$ cat src/rtl/easyaxi_slv_rd.sv
// easyaxi_slv_rd: AXI read slave that queues AR requests and returns R bursts in acceptance
// order, with each beat's data equal to its own address (DECERR/SLVERR beats return zero).
`ifndef AXI_ID_W
`define AXI_ID_W 4
`endif
`ifndef AXI_ADDR_W
`define AXI_ADDR_W 32
`endif
`ifndef AXI_LEN_W
`define AXI_LEN_W 8
`endif
`ifndef AXI_SIZE_W
`define AXI_SIZE_W 3
`endif
`ifndef AXI_BURST_W
`define AXI_BURST_W 2
`endif
`ifndef AXI_DATA_W
`define AXI_DATA_W 32
`endif
`ifndef AXI_RESP_W
`define AXI_RESP_W 2
`endif

module easyaxi_slv_rd #(
  parameter int OST_DEPTH = 8,
  parameter int MEM_BYTES = 'h1000
) (
  input  logic                     clk,
  input  logic                     rst_n,
  input  logic                     axi_slv_arvalid,
  output logic                     axi_slv_arready,
  input  logic [`AXI_ID_W-1:0]     axi_slv_arid,
  input  logic [`AXI_ADDR_W-1:0]   axi_slv_araddr,
  input  logic [`AXI_LEN_W-1:0]    axi_slv_arlen,
  input  logic [`AXI_SIZE_W-1:0]   axi_slv_arsize,
  input  logic [`AXI_BURST_W-1:0]  axi_slv_arburst,
  output logic                     axi_slv_rvalid,
  input  logic                     axi_slv_rready,
  output logic [`AXI_ID_W-1:0]     axi_slv_rid,
  output logic [`AXI_DATA_W-1:0]   axi_slv_rdata,
  output logic [`AXI_RESP_W-1:0]   axi_slv_rresp,
  output logic                     axi_slv_rlast,
  output logic                     slv_busy
);

  localparam int AW    = `AXI_ADDR_W;
  localparam int LW    = `AXI_LEN_W;
  localparam int SW    = `AXI_SIZE_W;
  localparam int PTR_W = $clog2(OST_DEPTH);
  localparam int ENT_W = `AXI_ID_W + AW + LW + SW + `AXI_BURST_W;

  localparam logic [0:0]            ST_IDLE      = 1'b0;
  localparam logic [0:0]            ST_BURST     = 1'b1;
  localparam logic [1:0]            BURST_FIXED  = 2'b00;
  localparam logic [1:0]            BURST_INCR   = 2'b01;
  localparam logic [1:0]            BURST_WRAP   = 2'b10;
  localparam logic [1:0]            BURST_RSV    = 2'b11;
  localparam logic [1:0]            RESP_OKAY    = 2'b00;
  localparam logic [1:0]            RESP_SLVERR  = 2'b10;
  localparam logic [1:0]            RESP_DECERR  = 2'b11;
  localparam logic [AW-1:0]         ADDR_ONE     = {{(AW-1){1'b0}}, 1'b1};
  localparam logic [AW-1:0]         MEM_LIMIT    = AW'(MEM_BYTES);
  localparam logic [LW-1:0]         LEN_ONE      = {{(LW-1){1'b0}}, 1'b1};
  localparam logic [SW-1:0]         SIZE_MAX     = SW'($clog2(`AXI_DATA_W / 8));
  localparam logic [PTR_W:0]        CNT_FULL     = (PTR_W+1)'(OST_DEPTH);
  localparam logic [PTR_W:0]        CNT_ONE      = {{PTR_W{1'b0}}, 1'b1};

  function automatic logic [AW-1:0] next_addr(input logic [AW-1:0] addr, input logic [SW-1:0] size,
                                              input logic [LW-1:0] len, input logic [1:0] mode);
    logic [AW-1:0] bytes;
    logic [AW-1:0] wrap_sz;
    logic [AW-1:0] nxt;
    bytes   = ADDR_ONE << size;
    wrap_sz = bytes * ({{(AW-LW){1'b0}}, len} + ADDR_ONE);
    case (mode)
      BURST_FIXED: nxt = addr;
      BURST_WRAP:  nxt = (addr & ~(wrap_sz - ADDR_ONE)) | ((addr + bytes) & (wrap_sz - ADDR_ONE));
      default:     nxt = (addr & ~(bytes - ADDR_ONE)) + bytes;
    endcase
    return nxt;
  endfunction

  function automatic logic wrap_len_ok(input logic [LW-1:0] len);
    return (len == LW'(1)) || (len == LW'(3)) || (len == LW'(7)) || (len == LW'(15));
  endfunction

  // Reserved bursts walk as FIXED, WRAP with an illegal length walks as INCR.
  function automatic logic [1:0] walk_mode(input logic [1:0] burst, input logic [LW-1:0] len);
    logic [1:0] mode;
    case (burst)
      BURST_RSV:  mode = BURST_FIXED;
      BURST_WRAP: mode = wrap_len_ok(len) ? BURST_WRAP : BURST_INCR;
      default:    mode = burst;
    endcase
    return mode;
  endfunction

  function automatic logic burst_err(input logic [AW-1:0] addr, input logic [SW-1:0] size,
                                     input logic [LW-1:0] len, input logic [1:0] burst);
    logic [AW-1:0] bytes;
    bytes = ADDR_ONE << size;
    return (size > SIZE_MAX) || (burst == BURST_RSV) ||
           ((burst == BURST_WRAP) && (!wrap_len_ok(len) || ((addr & (bytes - ADDR_ONE)) != '0)));
  endfunction

  logic [ENT_W-1:0]          q_mem_r [OST_DEPTH];
  logic [PTR_W-1:0]          wr_ptr_r, rd_ptr_r;
  logic [PTR_W:0]            q_cnt_r, q_cnt_nxt_s;
  logic                      arready_r, busy_r;
  logic [0:0]                state_r, state_nxt_s;
  logic [`AXI_ID_W-1:0]      cur_id_r;
  logic [LW-1:0]             cur_len_r, beat_cnt_r;
  logic [SW-1:0]             cur_size_r;
  logic [1:0]                cur_mode_r;
  logic                      cur_err_r;
  logic [AW-1:0]             beat_addr_r;
  logic                      rvalid_r, rlast_r;
  logic [`AXI_ID_W-1:0]      rid_r;
  logic [`AXI_DATA_W-1:0]    rdata_r;
  logic [`AXI_RESP_W-1:0]    rresp_r;

  logic                      push_s, pop_s, adv_s, go_idle_s, hs_s, empty_s;
  logic [`AXI_ID_W-1:0]      head_id_s, src_id_s;
  logic [AW-1:0]             head_addr_s, src_addr_s;
  logic [LW-1:0]             head_len_s, src_len_s, src_cnt_s;
  logic [SW-1:0]             head_size_s, src_size_s;
  logic [1:0]                head_burst_s, src_mode_s;
  logic                      src_err_s;
  logic [`AXI_DATA_W-1:0]    data_s;
  logic [`AXI_RESP_W-1:0]    resp_s;

  assign {head_id_s, head_addr_s, head_len_s, head_size_s, head_burst_s} = q_mem_r[rd_ptr_r];

  // Handshake decode, next state and source of the next beat (fresh head or walked address).
  always_comb begin
    push_s    = axi_slv_arvalid & arready_r;
    empty_s   = (q_cnt_r == '0);
    hs_s      = rvalid_r & axi_slv_rready;
    pop_s     = 1'b0;
    adv_s     = 1'b0;
    go_idle_s = 1'b0;
    case (state_r)
      ST_IDLE: begin
        if (!empty_s) pop_s = 1'b1;
        else          pop_s = 1'b0;
      end
      ST_BURST: begin
        if (hs_s && rlast_r) begin
          if (!empty_s) pop_s = 1'b1;
          else          go_idle_s = 1'b1;
        end else if (hs_s) begin
          adv_s = 1'b1;
        end else begin
          adv_s = 1'b0;
        end
      end
      default: go_idle_s = 1'b1;
    endcase
    q_cnt_nxt_s = q_cnt_r + (push_s ? CNT_ONE : '0) - (pop_s ? CNT_ONE : '0);
    if (pop_s)          state_nxt_s = ST_BURST;
    else if (go_idle_s) state_nxt_s = ST_IDLE;
    else                state_nxt_s = state_r;

    if (pop_s) begin
      src_id_s   = head_id_s;
      src_addr_s = head_addr_s;
      src_len_s  = head_len_s;
      src_size_s = head_size_s;
      src_mode_s = walk_mode(head_burst_s, head_len_s);
      src_err_s  = burst_err(head_addr_s, head_size_s, head_len_s, head_burst_s);
      src_cnt_s  = '0;
    end else begin
      src_id_s   = cur_id_r;
      src_addr_s = next_addr(beat_addr_r, cur_size_r, cur_len_r, cur_mode_r);
      src_len_s  = cur_len_r;
      src_size_s = cur_size_r;
      src_mode_s = cur_mode_r;
      src_err_s  = cur_err_r;
      src_cnt_s  = beat_cnt_r + LEN_ONE;
    end

    if (src_addr_s >= MEM_LIMIT) begin
      resp_s = RESP_DECERR;
      data_s = '0;
    end else if (src_err_s) begin
      resp_s = RESP_SLVERR;
      data_s = '0;
    end else begin
      resp_s = RESP_OKAY;
      data_s = `AXI_DATA_W'(src_addr_s);
    end
  end

  // Queue storage; contents are qualified by the pointers so no reset is needed.
  always_ff @(posedge clk) begin
    if (push_s) q_mem_r[wr_ptr_r] <= {axi_slv_arid, axi_slv_araddr, axi_slv_arlen,
                                      axi_slv_arsize, axi_slv_arburst};
  end

  // Queue pointers, occupancy, and the registered arready/busy flags.
  always_ff @(posedge clk or negedge rst_n) begin
    if (!rst_n) begin
      wr_ptr_r  <= '0;
      rd_ptr_r  <= '0;
      q_cnt_r   <= '0;
      arready_r <= 1'b0;
      busy_r    <= 1'b0;
    end else begin
      if (push_s) wr_ptr_r <= wr_ptr_r + PTR_W'(1);
      if (pop_s)  rd_ptr_r <= rd_ptr_r + PTR_W'(1);
      q_cnt_r   <= q_cnt_nxt_s;
      arready_r <= (q_cnt_nxt_s != CNT_FULL);
      busy_r    <= (q_cnt_nxt_s != '0) | (state_nxt_s == ST_BURST);
    end
  end

  // R engine: load or advance the beat and register the full R payload.
  always_ff @(posedge clk or negedge rst_n) begin
    if (!rst_n) begin
      state_r     <= ST_IDLE;
      cur_id_r    <= '0;
      cur_len_r   <= '0;
      cur_size_r  <= '0;
      cur_mode_r  <= BURST_FIXED;
      cur_err_r   <= 1'b0;
      beat_addr_r <= '0;
      beat_cnt_r  <= '0;
      rvalid_r    <= 1'b0;
      rlast_r     <= 1'b0;
      rid_r       <= '0;
      rdata_r     <= '0;
      rresp_r     <= '0;
    end else begin
      state_r <= state_nxt_s;
      if (pop_s || adv_s) begin
        cur_id_r    <= src_id_s;
        cur_len_r   <= src_len_s;
        cur_size_r  <= src_size_s;
        cur_mode_r  <= src_mode_s;
        cur_err_r   <= src_err_s;
        beat_addr_r <= src_addr_s;
        beat_cnt_r  <= src_cnt_s;
        rvalid_r    <= 1'b1;
        rlast_r     <= (src_cnt_s == src_len_s);
        rid_r       <= src_id_s;
        rdata_r     <= data_s;
        rresp_r     <= resp_s;
      end else if (go_idle_s) begin
        rvalid_r <= 1'b0;
        rlast_r  <= 1'b0;
        rid_r    <= '0;
        rdata_r  <= '0;
        rresp_r  <= '0;
      end
    end
  end

  assign axi_slv_arready = arready_r;
  assign axi_slv_rvalid  = rvalid_r;
  assign axi_slv_rid     = rid_r;
  assign axi_slv_rdata   = rdata_r;
  assign axi_slv_rresp   = rresp_r;
  assign axi_slv_rlast   = rlast_r;
  assign slv_busy        = busy_r;

endmodule

$ cat config.mk
export PLATFORM = sky130hd
export DESIGN_NAME = easyaxi_slv_rd
export DESIGN_NICKNAME = d
export VERILOG_FILES = /design/src/rtl/easyaxi_slv_rd.sv
export SDC_FILE = /design/constraint.sdc
export NUM_CORES = 1
export LEC_CHECK = 0
export ABC_AREA = 1
export CORE_AREA = 8 8 215 217
export CTS_BUF_LIST = sky130_fd_sc_hd__clkbuf_8
export DETAILED_ROUTE_END_ITERATION = 7
export DIE_AREA = 0 0 223 225
export PLACE_DENSITY = 0.81
export SLEW_MARGIN = 20
export SYNTH_ARGS = -nofsm -noshare
export SYNTH_HDL_FRONTEND = slang
export SYNTH_SLANG_ARGS = --single-unit
$ cat constraint.sdc
create_clock -name clk -period 8 [get_ports clk]
set_input_delay 2 -clock clk [delete_from_list [all_inputs] [get_ports clk]]
set_output_delay 2 -clock clk [all_outputs]
set_load 0.02 [all_outputs]
==> impl_metrics.py, run 1 <==
metrics = {
    "logic_synthesis": {
        "yosys_warnings": 0,
        "synth_edf_count": 392,
        "syn_nets": 2969,
        "ys_ff_latch": 503,
        "synth_area_leaders": "edfxtp_1 44%, dfrtp_1 10%, nand2_1 7.8%",
        "synth_cells": 2782,
        "synth.largest_area_cell": "edfxtp_1",
        "ys.flop_type": "edfxtp_1",
        "ys_seq_area_frac": 0.546,
        "yosysUniqueCellTypes": 64,
        "postSynth.asyncResetShare": 0.221,
        "syn_area_per_cell_um2": 9.57,
        "synth_area_mm2": 0.0266,
        "yosysTopAreaCellShare": 0.442,
    },
    "global_route": {
        "grt_pass1_wl_mm": 111,
        "antenna_found_initial": 3,
        "grt_pass1_vias": 20332,
        "grtUsageTotal": 0.283,
        "grt_max_degree": 99,
        "globalRouteOverflowTotal": 0,
    },
    "sta": {
        "hold_viol_final": 0,
        "max_slew_margin": 0.219,
        "fin_skew_ns": 0.0250,
        "period_share": 0.876,
        "drv_slew": 0,
        "tightest_slew_ns": 1.16,
        "grt_setup_unrepaired": "false",
        "timing.fmax_ghz": 0.143,
        "min_period_ns": 7.01,
        "tns_ns": 0,
        "setup_viol": 0,
    },
    "floorplanning": {
        "ios": 95,
        "die_area_mm2": 0.0502,
        "fp.dieH_um": 225,
        "initial_core_util": 0.624,
        "die_w_um": 223,
        "core_area_mm2": 0.0427,
        "rows": 76,
    },
    "power": {
        "ir_worst_vdd_mv": 0.237,
        "p_leak_nw": 12.1,
        "power.density_mw_per_mm2": 210,
    },
    "placed_design": {
        "dpl-instance-area_mm2": 0.0280,
        "gp_congestion": 1.05,
        "io_buffers": 94,
        "dp_hpwl_mm": 48.0,
    },
    "clock_tree": {
        "cts-resized-gates": 0,
        "post_cts_buffers": 0,
        "ctsHoldBuffers": 0,
        "cts_sinks": 503,
        "insertion_delay_ns": 0.65,
        "cts_tree": "built",
        "clockRootBuffer": "clkbuf_8",
        "clk_pin_slew_ns": 0.06,
        "cts_max_level": 3,
        "cts_buffer_depth": 3,
        "cts_buffers": 77,
    },
    "worst_setup_path": {
        "r2r_cells": 36,
        "startpoint": "cur_len_r[0]$_DFFE_PN0P_",
        "cp-start-kind": "register",
        "crit_top_cell": "nand2_1",
        "critPathMaxStageDelay_ns": 0.56,
        "crit_arrival_ns": 7.54,
        "end_kind": "register",
        "r2r_slack_ns": 0.99,
        "critPathKind": "register to register",
        "slowest_stage": "fa_1",
        "path_max_fanout": 13,
        "reg2reg_to": "axi_slv_rresp[0]$_DFFE_PN0P_",
        "endpoint": "axi_slv_rresp[0]$_DFFE_PN0P_",
        "crit_required_ns": 8.53,
        "timing.rr.start": "cur_len_r[0]$_DFFE_PN0P_",
    },
    "run_status": {
        "status": "completed",
    },
    "cells_and_area": {
        "fillers": 3150,
        "syn_to_final_growth_pct": 10.3,
        "utilization": 0.688,
        "mostFrequentLayoutCell": "nand2_1",
        "num-nets-final": 3055,
        "insertedDiodeCount": 0,
        "drive_gt1_frac": 0.0778,
        "fin_area_mm2": 0.0294,
        "final_cell_mix": "556 x nand2_1, 392 x edfxtp_1, 371 x nor2_1",
    },
    "detailed_routing": {
        "antenna_left": 0,
        "drt_wl_total_mm": 71.7,
        "drt_iter0_markers": 2323,
        "num_vias": 20924,
        "wire_per_inst_um": 20.7,
        "viasPerCell": 6.04,
        "drtPass1Iterations": 5,
        "drc_errors": 0,
    },
    "hold_path": {
        "hp-class": "register to register",
        "min_path_cells": 2,
    },
    "run": {
        "drv_cap": 0,
    },
}
cell usage after synthesis, types with 3 or more instances:
| library cell | n |
|---|---|
| and3_1 | 3 |
| buf_2 | 32 |
| or3_1 | 4 |
| inv_2 | 12 |
| nand2_2 | 22 |
| nor2_2 | 8 |
| o221ai_1 | 37 |
| edfxtp_1 | 392 |
| nand2_1 | 556 |
| nand3b_1 | 6 |
| fa_1 | 48 |
| nand2_4 | 5 |
| nor4_1 | 5 |
| o21ai_0 | 282 |
| nand4_1 | 32 |
| a31oi_1 | 5 |
| nand3_1 | 121 |
| inv_1 | 298 |
| or2_2 | 7 |
| nand3_2 | 6 |
| a221oi_1 | 9 |
| o21bai_1 | 5 |
| ha_1 | 86 |
| o22ai_1 | 54 |
| mux2i_1 | 3 |
| xor2_1 | 20 |
| a21oi_2 | 3 |
| o211ai_1 | 15 |
| a22o_1 | 7 |
| dfrtp_1 | 111 |
| a21oi_1 | 62 |
| nand3_4 | 7 |
| nor3_1 | 20 |
| buf_1 | 4 |
| nor2_4 | 7 |
| xnor2_1 | 8 |
| buf_6 | 4 |
| buf_4 | 4 |
| nor2_1 | 380 |
| clkbuf_1 | 63 |
critical path, delay by kind of cell, from the launching register on:
family / cells / cell delay, ns
flip-flops: 1 / 0.43
buffers and inverters: 4 / 0.34
AND/OR/NAND/NOR: 24 / 2.94
adder cells (fa/ha/maj): 7 / 2.96
AO/OA/AOI/OAI: 1 / 0.22
cell type report:
class,instances,area [um^2],share of cell area
Multi-Input combinational cell,1855,10400,0.355
Inverter,314,1190,0.0404
Timing Repair Buffer,117,1110,0.0378
Tap cell,546,683,0.0232
Clock inverter,50,308,0.0105
Sequential cell,503,14600,0.495
Clock buffer,80,1100,0.0375
metrics by stage:
| stage | cells | setup slack, ns | hold WS, ns | power, W |
|---|---|---|---|---|
| floorplan | 2782 | 1.91 | 0.446 | 0.00386 |
| global placement | 3335 | 1.21 | 0.464 | 0.00416 |
| detailed placement | 3335 | 1.11 | 0.466 | 0.00420 |
| CTS | 3465 | 1.08 | 0.480 | 0.00618 |
| global route | 3465 | 0.363 | 0.503 | 0.00640 |
| finish | 3465 | 0.994 | 0.480 | 0.00616 |
state kept, by name, indices dropped and copies added (netlist names), 2 cells and up:
name,cells
cur_size_r,3
axi_slv_rid,4
rd_ptr_r,3
q_mem_r,392
beat_addr_r,32
cur_mode_r,2
axi_slv_rresp,2
cur_id_r,4
q_cnt_r,4
wr_ptr_r,3
axi_slv_rdata,32
cur_len_r,8
beat_cnt_r,8
kinds of logic (layout without fill, tap and decap cells):
logic type	count (synthesis)	in the layout	synth area share
multiplexers	3	3	0.00113
flip-flops	503	503	0.546
adder cells (fa/ha/maj)	134	134	0.0765
buffers and inverters	424	561	0.0643
XOR/XNOR	28	28	0.00921
AND/OR/NAND/NOR	1197	1197	0.195
AO/OA/AOI/OAI	493	493	0.108
how the worst min path moves through the flow:
stage                                       startpoint                            to  slack, ns
after floorplan                cur_id_r[1]$_DFFE_PN0P_       cur_id_r[1]$_DFFE_PN0P_       0.45
after global placement         cur_id_r[2]$_DFFE_PN0P_       cur_id_r[2]$_DFFE_PN0P_       0.46
after detailed placement       cur_id_r[2]$_DFFE_PN0P_       cur_id_r[2]$_DFFE_PN0P_       0.47
after CTS                      cur_id_r[2]$_DFFE_PN0P_       cur_id_r[2]$_DFFE_PN0P_       0.48
after global routing      axi_slv_rdata[7]$_DFFE_PN0P_  axi_slv_rdata[7]$_DFFE_PN0P_       0.50
final                          cur_id_r[2]$_DFFE_PN0P_       cur_id_r[2]$_DFFE_PN0P_       0.48
routing by layer:
layer / track usage / up-vias / part of all wire
met5: 0 / - / 0.00032
met2: 0.464 / 1041 / 0.47
met4: 0.142 / 4 / 0.044
met1: 0.358 / 10056 / 0.39
met3: 0.0570 / 210 / 0.092
li1: - / 9613 / -
where the power goes:
| part | switching (W) | internal [W] |
|---|---|---|
| Combinational | 0.000642 | 0.000256 |
| Clock | 0.000973 | 0.00102 |
| Sequential | 0.000111 | 0.00315 |
| Total | 0.00173 | 0.00443 |
(Power assumes the default switching activity.)
==> run 2: changes to the inputs <==
- HOLD_SLACK_MARGIN: default -> 0.1
==> results of run 2 <==
The final DEF is identical to that of run 1; final timing and power are the same.
